File: src/rtl/gb_hdma_pkg.sv
// Shared definitions for the CGB HDMA/GDMA controller.
//   hdma_state_t : controller states (idle, general DMA, H-blank wait, H-blank block)
//   REG_HDMA1..5 : cpu_addr offsets for FF51..FF55
//   BLOCK_BYTES  : bytes moved per block
//   FF55_IDLE    : FF55 read value with no transfer pending
package gb_hdma_pkg;

    typedef enum logic [1:0] {
        ST_IDLE,
        ST_GDMA,
        ST_HWAIT,
        ST_HBLOCK
    } hdma_state_t;

    localparam logic [2:0] REG_HDMA1 = 3'd1;
    localparam logic [2:0] REG_HDMA2 = 3'd2;
    localparam logic [2:0] REG_HDMA3 = 3'd3;
    localparam logic [2:0] REG_HDMA4 = 3'd4;
    localparam logic [2:0] REG_HDMA5 = 3'd5;

    localparam int unsigned BLOCK_BYTES = 16;
    localparam logic [7:0]  FF55_IDLE   = 8'hFF;

endpackage

File: src/rtl/hdma_ctrl.sv
// CGB VRAM DMA controller (general-purpose and H-blank DMA).
// Ports:
//   clk, reset          : clock, synchronous active-high reset
//   cpu_sel/addr/wr/di  : CPU access to FF51..FF55 (addr 1..5)
//   cpu_do              : CPU read data (FF for FF51-FF54, status for FF55)
//   lcd_mode, lcd_on    : video mode (00 = H-blank) and LCD enable
//   cpu_stall           : CPU hold while a block is being copied
//   src_rd, src_addr    : source read strobe/address; src_data returns a clock later
//   vram_wr/addr/data   : VRAM write port
//   active              : a transfer (GDMA or HDMA) is pending or running
module hdma_ctrl
    import gb_hdma_pkg::*;
(
    input  logic        clk,
    input  logic        reset,
    input  logic        cpu_sel,
    input  logic [2:0]  cpu_addr,
    input  logic        cpu_wr,
    input  logic [7:0]  cpu_di,
    output logic [7:0]  cpu_do,
    input  logic [1:0]  lcd_mode,
    input  logic        lcd_on,
    output logic        cpu_stall,
    output logic        src_rd,
    output logic [15:0] src_addr,
    input  logic [7:0]  src_data,
    output logic        vram_wr,
    output logic [12:0] vram_addr,
    output logic [7:0]  vram_data,
    output logic        active
);

    hdma_state_t state;

    // Only the bits that are not forced to zero are stored.
    logic [7:0]  src_hi;
    logic [3:0]  src_lo;
    logic [4:0]  dst_hi;
    logic [3:0]  dst_lo;

    logic [15:0] src_cnt;
    logic [12:0] dst_cnt;
    logic [6:0]  remaining;
    logic [3:0]  byte_cnt;
    logic        hblank_prev;

    logic cpu_write;
    logic wr55;
    logic hblank_now;
    logic hblank_edge;
    logic start_req;
    logic cancel_req;
    logic last_byte;

    assign cpu_write   = cpu_sel && cpu_wr;
    assign wr55        = cpu_write && (cpu_addr == REG_HDMA5);
    assign hblank_now  = (lcd_mode == 2'b00);
    assign hblank_edge = lcd_on && hblank_now && !hblank_prev;

    // A start is accepted from idle, or as an HDMA restart while waiting for H-blank;
    // bit7=0 while waiting is a cancel. Writes during a running block are dropped.
    assign start_req  = wr55 && ((state == ST_IDLE) || ((state == ST_HWAIT) && cpu_di[7]));
    assign cancel_req = wr55 && (state == ST_HWAIT) && !cpu_di[7];
    assign last_byte  = (byte_cnt == 4'(BLOCK_BYTES - 1));

    assign src_addr  = src_cnt;
    assign vram_addr = dst_cnt;
    assign vram_data = src_data;

    always_comb begin
        cpu_do = FF55_IDLE;
        if (cpu_sel && (cpu_addr == REG_HDMA5))
            cpu_do = {~active, remaining};
    end

    always_ff @(posedge clk) begin
        if (reset) begin
            state       <= ST_IDLE;
            src_hi      <= '0;
            src_lo      <= '0;
            dst_hi      <= '0;
            dst_lo      <= '0;
            src_cnt     <= '0;
            dst_cnt     <= '0;
            remaining   <= '1;
            byte_cnt    <= '0;
            hblank_prev <= 1'b0;
            cpu_stall   <= 1'b0;
            src_rd      <= 1'b0;
            vram_wr     <= 1'b0;
            active      <= 1'b0;
        end else begin
            hblank_prev <= hblank_now;

            // Address registers always follow the CPU; running counters are untouched.
            if (cpu_write) begin
                case (cpu_addr)
                    REG_HDMA1: src_hi <= cpu_di;
                    REG_HDMA2: src_lo <= cpu_di[7:4];
                    REG_HDMA3: dst_hi <= cpu_di[4:0];
                    REG_HDMA4: dst_lo <= cpu_di[7:4];
                    default:   ;
                endcase
            end

            if (start_req) begin
                src_cnt   <= {src_hi, src_lo, 4'h0};
                dst_cnt   <= {dst_hi, dst_lo, 4'h0};
                remaining <= cpu_di[6:0];
                byte_cnt  <= '0;
                active    <= 1'b1;
                // GDMA, or HDMA with the LCD off, begins copying on the next clock.
                if (!cpu_di[7] || !lcd_on) begin
                    state     <= cpu_di[7] ? ST_HBLOCK : ST_GDMA;
                    cpu_stall <= 1'b1;
                    src_rd    <= 1'b1;
                end else begin
                    state     <= ST_HWAIT;
                end
            end else if (cancel_req) begin
                state  <= ST_IDLE;
                active <= 1'b0;
            end else begin
                case (state)
                    ST_IDLE: ;

                    ST_HWAIT: begin
                        if (hblank_edge) begin
                            state     <= ST_HBLOCK;
                            cpu_stall <= 1'b1;
                            src_rd    <= 1'b1;
                        end
                    end

                    ST_GDMA, ST_HBLOCK: begin
                        // src_rd and vram_wr alternate: read cycle, then write cycle.
                        if (src_rd) begin
                            src_rd  <= 1'b0;
                            vram_wr <= 1'b1;
                        end else if (vram_wr) begin
                            vram_wr  <= 1'b0;
                            src_cnt  <= src_cnt + 16'd1;
                            dst_cnt  <= dst_cnt + 13'd1;
                            byte_cnt <= byte_cnt + 4'd1;
                            if (last_byte) begin
                                // Decrementing from 0 wraps to 7F, giving FF55=FF when done.
                                remaining <= remaining - 7'd1;
                                if (remaining == 7'd0) begin
                                    state     <= ST_IDLE;
                                    cpu_stall <= 1'b0;
                                    active    <= 1'b0;
                                end else if (state == ST_HBLOCK) begin
                                    state     <= ST_HWAIT;
                                    cpu_stall <= 1'b0;
                                end else begin
                                    src_rd <= 1'b1;
                                end
                            end else begin
                                src_rd <= 1'b1;
                            end
                        end
                    end

                    default: state <= ST_IDLE;
                endcase
            end
        end
    end

endmodule

File: config.mk
export PLATFORM = sky130hd
export DESIGN_NAME = hdma_ctrl
export DESIGN_NICKNAME = d
export VERILOG_FILES = /design/src/rtl/gb_hdma_pkg.sv /design/src/rtl/hdma_ctrl.sv
export SDC_FILE = /design/constraint.sdc
export NUM_CORES = 1
export LEC_CHECK = 0
export BUFFER_PORTS_ARGS = -buffer_cell sky130_fd_sc_hd__buf_4
export CAP_MARGIN = 5
export CELL_PAD_IN_SITES_DETAIL_PLACEMENT = 1
export CELL_PAD_IN_SITES_GLOBAL_PLACEMENT = 1
export CORE_MARGIN = 1.5
export CORE_UTILIZATION = 30
export CTS_CLUSTER_DIAMETER = 100
export DETAILED_ROUTE_END_ITERATION = 7
export HOLD_SLACK_MARGIN = 0.1
export PLACE_DENSITY_LB_ADDON = 0.1
export SLEW_MARGIN = 40
export SYNTH_ARGS = -nofsm -noshare
export SYNTH_HDL_FRONTEND = slang
export SYNTH_SLANG_ARGS = --single-unit
File: constraint.sdc
create_clock -name clk -period 4 [get_ports clk]
set_input_delay 0 -clock clk [delete_from_list [all_inputs] [get_ports clk]]
set_output_delay 0 -clock clk [all_outputs]
set_load 0.02 [all_outputs]
==> summary by stage <==
Outcome
The run finished with clean final reports.

Global route
The number of global-route vias before repair is 3,299. The total congestion overflow is 0. The global-route wire length before repair is 18.0 mm. The maximum number of pins on one net before global-route repair is 54. The combined global-route utilization of all metal layers is 0.184. The number of antenna violations at the first check in global routing was 0.

Cells and area
The area overhead of the layout relative to synthesis is 27.7%. At the end of the flow, the number of nets in the layout was 490. The fraction of final layout cells with drive strength greater than 1 is 0.203. The number of diodes added for antenna fixing is 0. The multi-input combinational cells in the finished layout cover a total of 0.00194 sq mm. The area occupied by registers is 0.00136 sq mm. Fill cells in the final layout number 1,343.

Synthesis
The mean cell area of the mapped netlist is 8.76 sq um. The synthesized netlist occupies a cell area of 0.00351 sq mm. After synthesis, the netlist uses 60 different library cells. The prevailing post-synth register cell is dfxtp_1.

Counting every net in the synthesized netlist gives 432. For this run, the register share of the synthesized area comes to 0.388. The number of synthesized flops with an enable pin is 0. The count of yosys warnings during synthesis is 0.

The register bit total from synthesis is 68. After synthesis, the share of flip-flops with an asynchronous set or reset is 0. Synthesis produced a netlist whose cell count is 401.

Placed design
After legalization and detailed placement, the total HPWL measured 7.75 mm. The worst-case setup slack after placement is 1.54 ns. At the end of routability-driven placement, the weighted congestion stood at 0.772. Port buffering added 58 buffers.

Timing
The shortest period the worst path allows is 2.30 ns. For the final routed database, the setup TNS stands at 0 ns. Setup violations remaining at the end of the flow were counted as 0. The smallest setup slack after layout is 1.70 ns. For this run, the top clock speed supported by timing is 0.435 GHz.

In the finished design, the share of the clock period the worst path needs comes to 0.574. The final hold violation count came to 0. The clock tree skew after final layout is 0.00567 ns.

The number of slew-limit violations in the final report came to 0. Measured against its own limit, the worst slew margin works out to 0.575. The actual slew at the worst max-slew pin is 0.638 ns. Setup repair after global routing left no endpoint under its margin.

Routing
The detailed-route via count is 3,162. The total met2 wirelength after detailed routing is 5.24 mm. The wire length on met3 is 336 um. Dividing the detail-routed wire length by the instance count gives 17.9 um. Wires add up to 10.9 mm. The number of routed nets with antenna violations is 0. The uppermost signal routing layer after detailed routing is met4. The first routing iteration left 103 violations. The met1 wire length is 5.18 mm. For this run, design rule violations remaining after detail routing come to 0. After detailed routing, the number of vias per cell comes to 5.21. For this run, the detailed router's first-pass iteration total came to 4.

Min path
The type of the worst min-delay path is in -> reg.

Worst setup path
The delay of the slowest cell on the worst path is 0.74 ns. The biggest fanout along the worst timing path is 18. The worst setup path is launched from a flop. The worst path required time is 4.19 ns. The critical path goes through nand2b_1 > or3_2 > buf_4 > nand2_2 > o22ai_1. STA classifies the critical path endpoint as a flop.

The classification of the worst setup path is reg -> reg. The arrival time at the worst endpoint is 2.49 ns. The slowest cell on the critical path is or3_2.

Clocking
CTS placed an instance of clkbuf_16 at the clock tree root. The insertion delay to the later sink of the worst-skew pair is 0.33 ns. The number of clock buffers added by TritonCTS is 9. The CTS tree is yes.

The CTS sink count is 68. The clock passes through at most 2 buffers. In this run the number of H-tree levels came out at 3. The number of post-CTS setup repair buffers is 0.

Clock-pin slew was measured on the worst setup and hold paths at 0.06 ns.

Die
From left edge to right edge, the die measures 111 um. After floorplanning, the core was divided into 39 placement rows. For this configuration, the core starts out at a cell density of 0.307. The count of pins on the block boundary is 75. The region available for standard cell placement spans 0.0114 sq mm.

The die span in y is 111 um. The floorplan step defined a die boundary enclosing 0.0124 sq mm.

Power
In this run the static leakage power is 1.77 nW. The clock share of power is 0.523. The register share of total power is 0.419. Internal power comes to 1.29 mW. Of the total power, combinational logic draws 0.058.

The power spent charging and discharging nets is 0.365 mW. The power density over the cells is 369 mW/mm^2. The switching portion of total power is 0.221. The peak supply drop is 0.206 mV.

Job
The count of maximum capacitance violations is 0.
-- metal layers --
metal | up-vias | track usage
met3 | 10 | 0.0355
met2 | 60 | 0.304
met5 | - | 0
met1 | 1519 | 0.243
met4 | 0 | 0.0565
li1 | 1573 | -
-- power by group through the flow --
stage	clock network [mW]	registers, mW	logic (mW)
2_1_floorplan	0	0.707	0.0513
3_3_place_gp	0	0.707	0.0765
3_5_place_dp	0	0.707	0.0774
4_1_cts	0.887	0.692	0.0976
5_1_grt	0.914	0.693	0.105
6_report	0.865	0.692	0.0961
-- area by class of cell --
| class | count | area share |
|---|---|---|
| sequential | 68 | 0.304 |
| clock buffer | 12 | 0.0550 |
| inverter | 9 | 0.00754 |
| timing repair buffer | 80 | 0.144 |
| tap | 143 | 0.0399 |
| multi-input combinational | 291 | 0.434 |
| clock inverter | 4 | 0.0162 |
-- critical path: cells and delay by family, from the launching register on --
family	cells	cell delay (ns)
AOI/OAI and AO/OA	1	0.11
buffers and inverters	1	0.29
DFF	1	0.45
and+or+nand+nor	3	1.30
-- logic make-up after synthesis --
family | after synthesis | synth area share
buffers and inverters | 42 | 0.0624
XOR/XNOR | 15 | 0.0374
adder cells (fa/ha/maj) | 5 | 0.0178
AO/OA/AOI/OAI | 70 | 0.150
multiplexers | 27 | 0.0777
flip-flops | 68 | 0.388
AND/OR/NAND/NOR | 174 | 0.267
-- per-stage QoR --
stage               cell area, sq um  power [mW]   util  hold WS (ns)  cells
finish                          4480        1.65  0.393         0.164    607
global route                    4480        1.71  0.393         0.188    607
CTS                             4480        1.68  0.392         0.157    607
detailed placement              3980       0.785  0.349      0.000236    573
global placement                3980       0.784  0.349      0.000236    573
floorplan                       3510       0.758      -         0.113    401
-- sequential cells by signal, summed over array words and instances (netlist names) --
register and flops:
active 1, byte_cnt 4, cpu_stall 1, dst_hi 5
dst_lo 4, hblank_prev 1, remaining 7, src_addr 16
src_hi 8, src_lo 4, src_rd 1, state 2
vram_addr 13, vram_wr 1
-- synthesized netlist by cell type (4+ instances only) --
cell       n  share of area
dfxtp_1   68           0.39
nor2_1    49          0.052
nand2_1   32          0.034
mux2i_1   25          0.071
nand3_1   17          0.024
clkbuf_1  12          0.013
nand4_1   12          0.021
o21ai_0   12          0.017
a21oi_1   10          0.014
a31oi_1   10          0.018
buf_4     10          0.021
xor2_1    10          0.025
inv_1      9         0.0096
nor3_1     9          0.013
buf_2      7          0.010
o211ai_1   7          0.015
or3_1      7          0.012
a211oi_2   6          0.021
and2_1     6          0.011
and4b_1    5          0.014
ha_1       5          0.018
nand2b_1   5         0.0089
nor2b_1    5         0.0089
or4_1      5          0.011
xnor2_1    5          0.012
and4_1     4          0.010
nor4_1     4         0.0071
-- worst paths after layout --
path	end	slack, ns	from	depth (start not counted)
setup / recovery	vram_addr[11]	1.70	state[0]	5
hold / removal	dst_lo[3]	0.16	cpu_addr[0]	4
setup reg to reg	vram_addr[11]	1.70	state[0]	5
hold reg to reg	byte_cnt[1]	0.48	byte_cnt[1]	2
-- repair_timing --
action                                  CTS  global route
hold buffers                             18             0
endpoints found under the hold margin    36             0
endpoints found under the setup margin    0             0
resized for setup                         0             0
-- layout by cell type, fill, tap and decap left out, types with 3 or more instances in the layout --
| master | instances |
|---|---|
| dfxtp_1 | 68 |
| buf_4 | 62 |
| nor2_1 | 49 |
| nand2_1 | 32 |
| mux2i_1 | 25 |
| dlygate4sd3_1 | 18 |
| nand3_1 | 17 |
| nand4_1 | 12 |
| o21ai_0 | 12 |
| xor2_1 | 10 |
| a21oi_1 | 10 |
| a31oi_1 | 10 |
| inv_1 | 9 |
| clkbuf_16 | 9 |
| nor3_1 | 8 |
| o211ai_1 | 7 |
| or3_1 | 6 |
| and2_1 | 6 |
| a211oi_2 | 6 |
| and4b_1 | 5 |
| nand2b_1 | 5 |
| nor2b_1 | 5 |
| xnor2_1 | 5 |
| or4_1 | 5 |
| ha_1 | 5 |
| and4_1 | 4 |
| nor4_1 | 4 |
| and3_1 | 3 |
| a32oi_1 | 3 |
(Power assumes the default switching activity.)
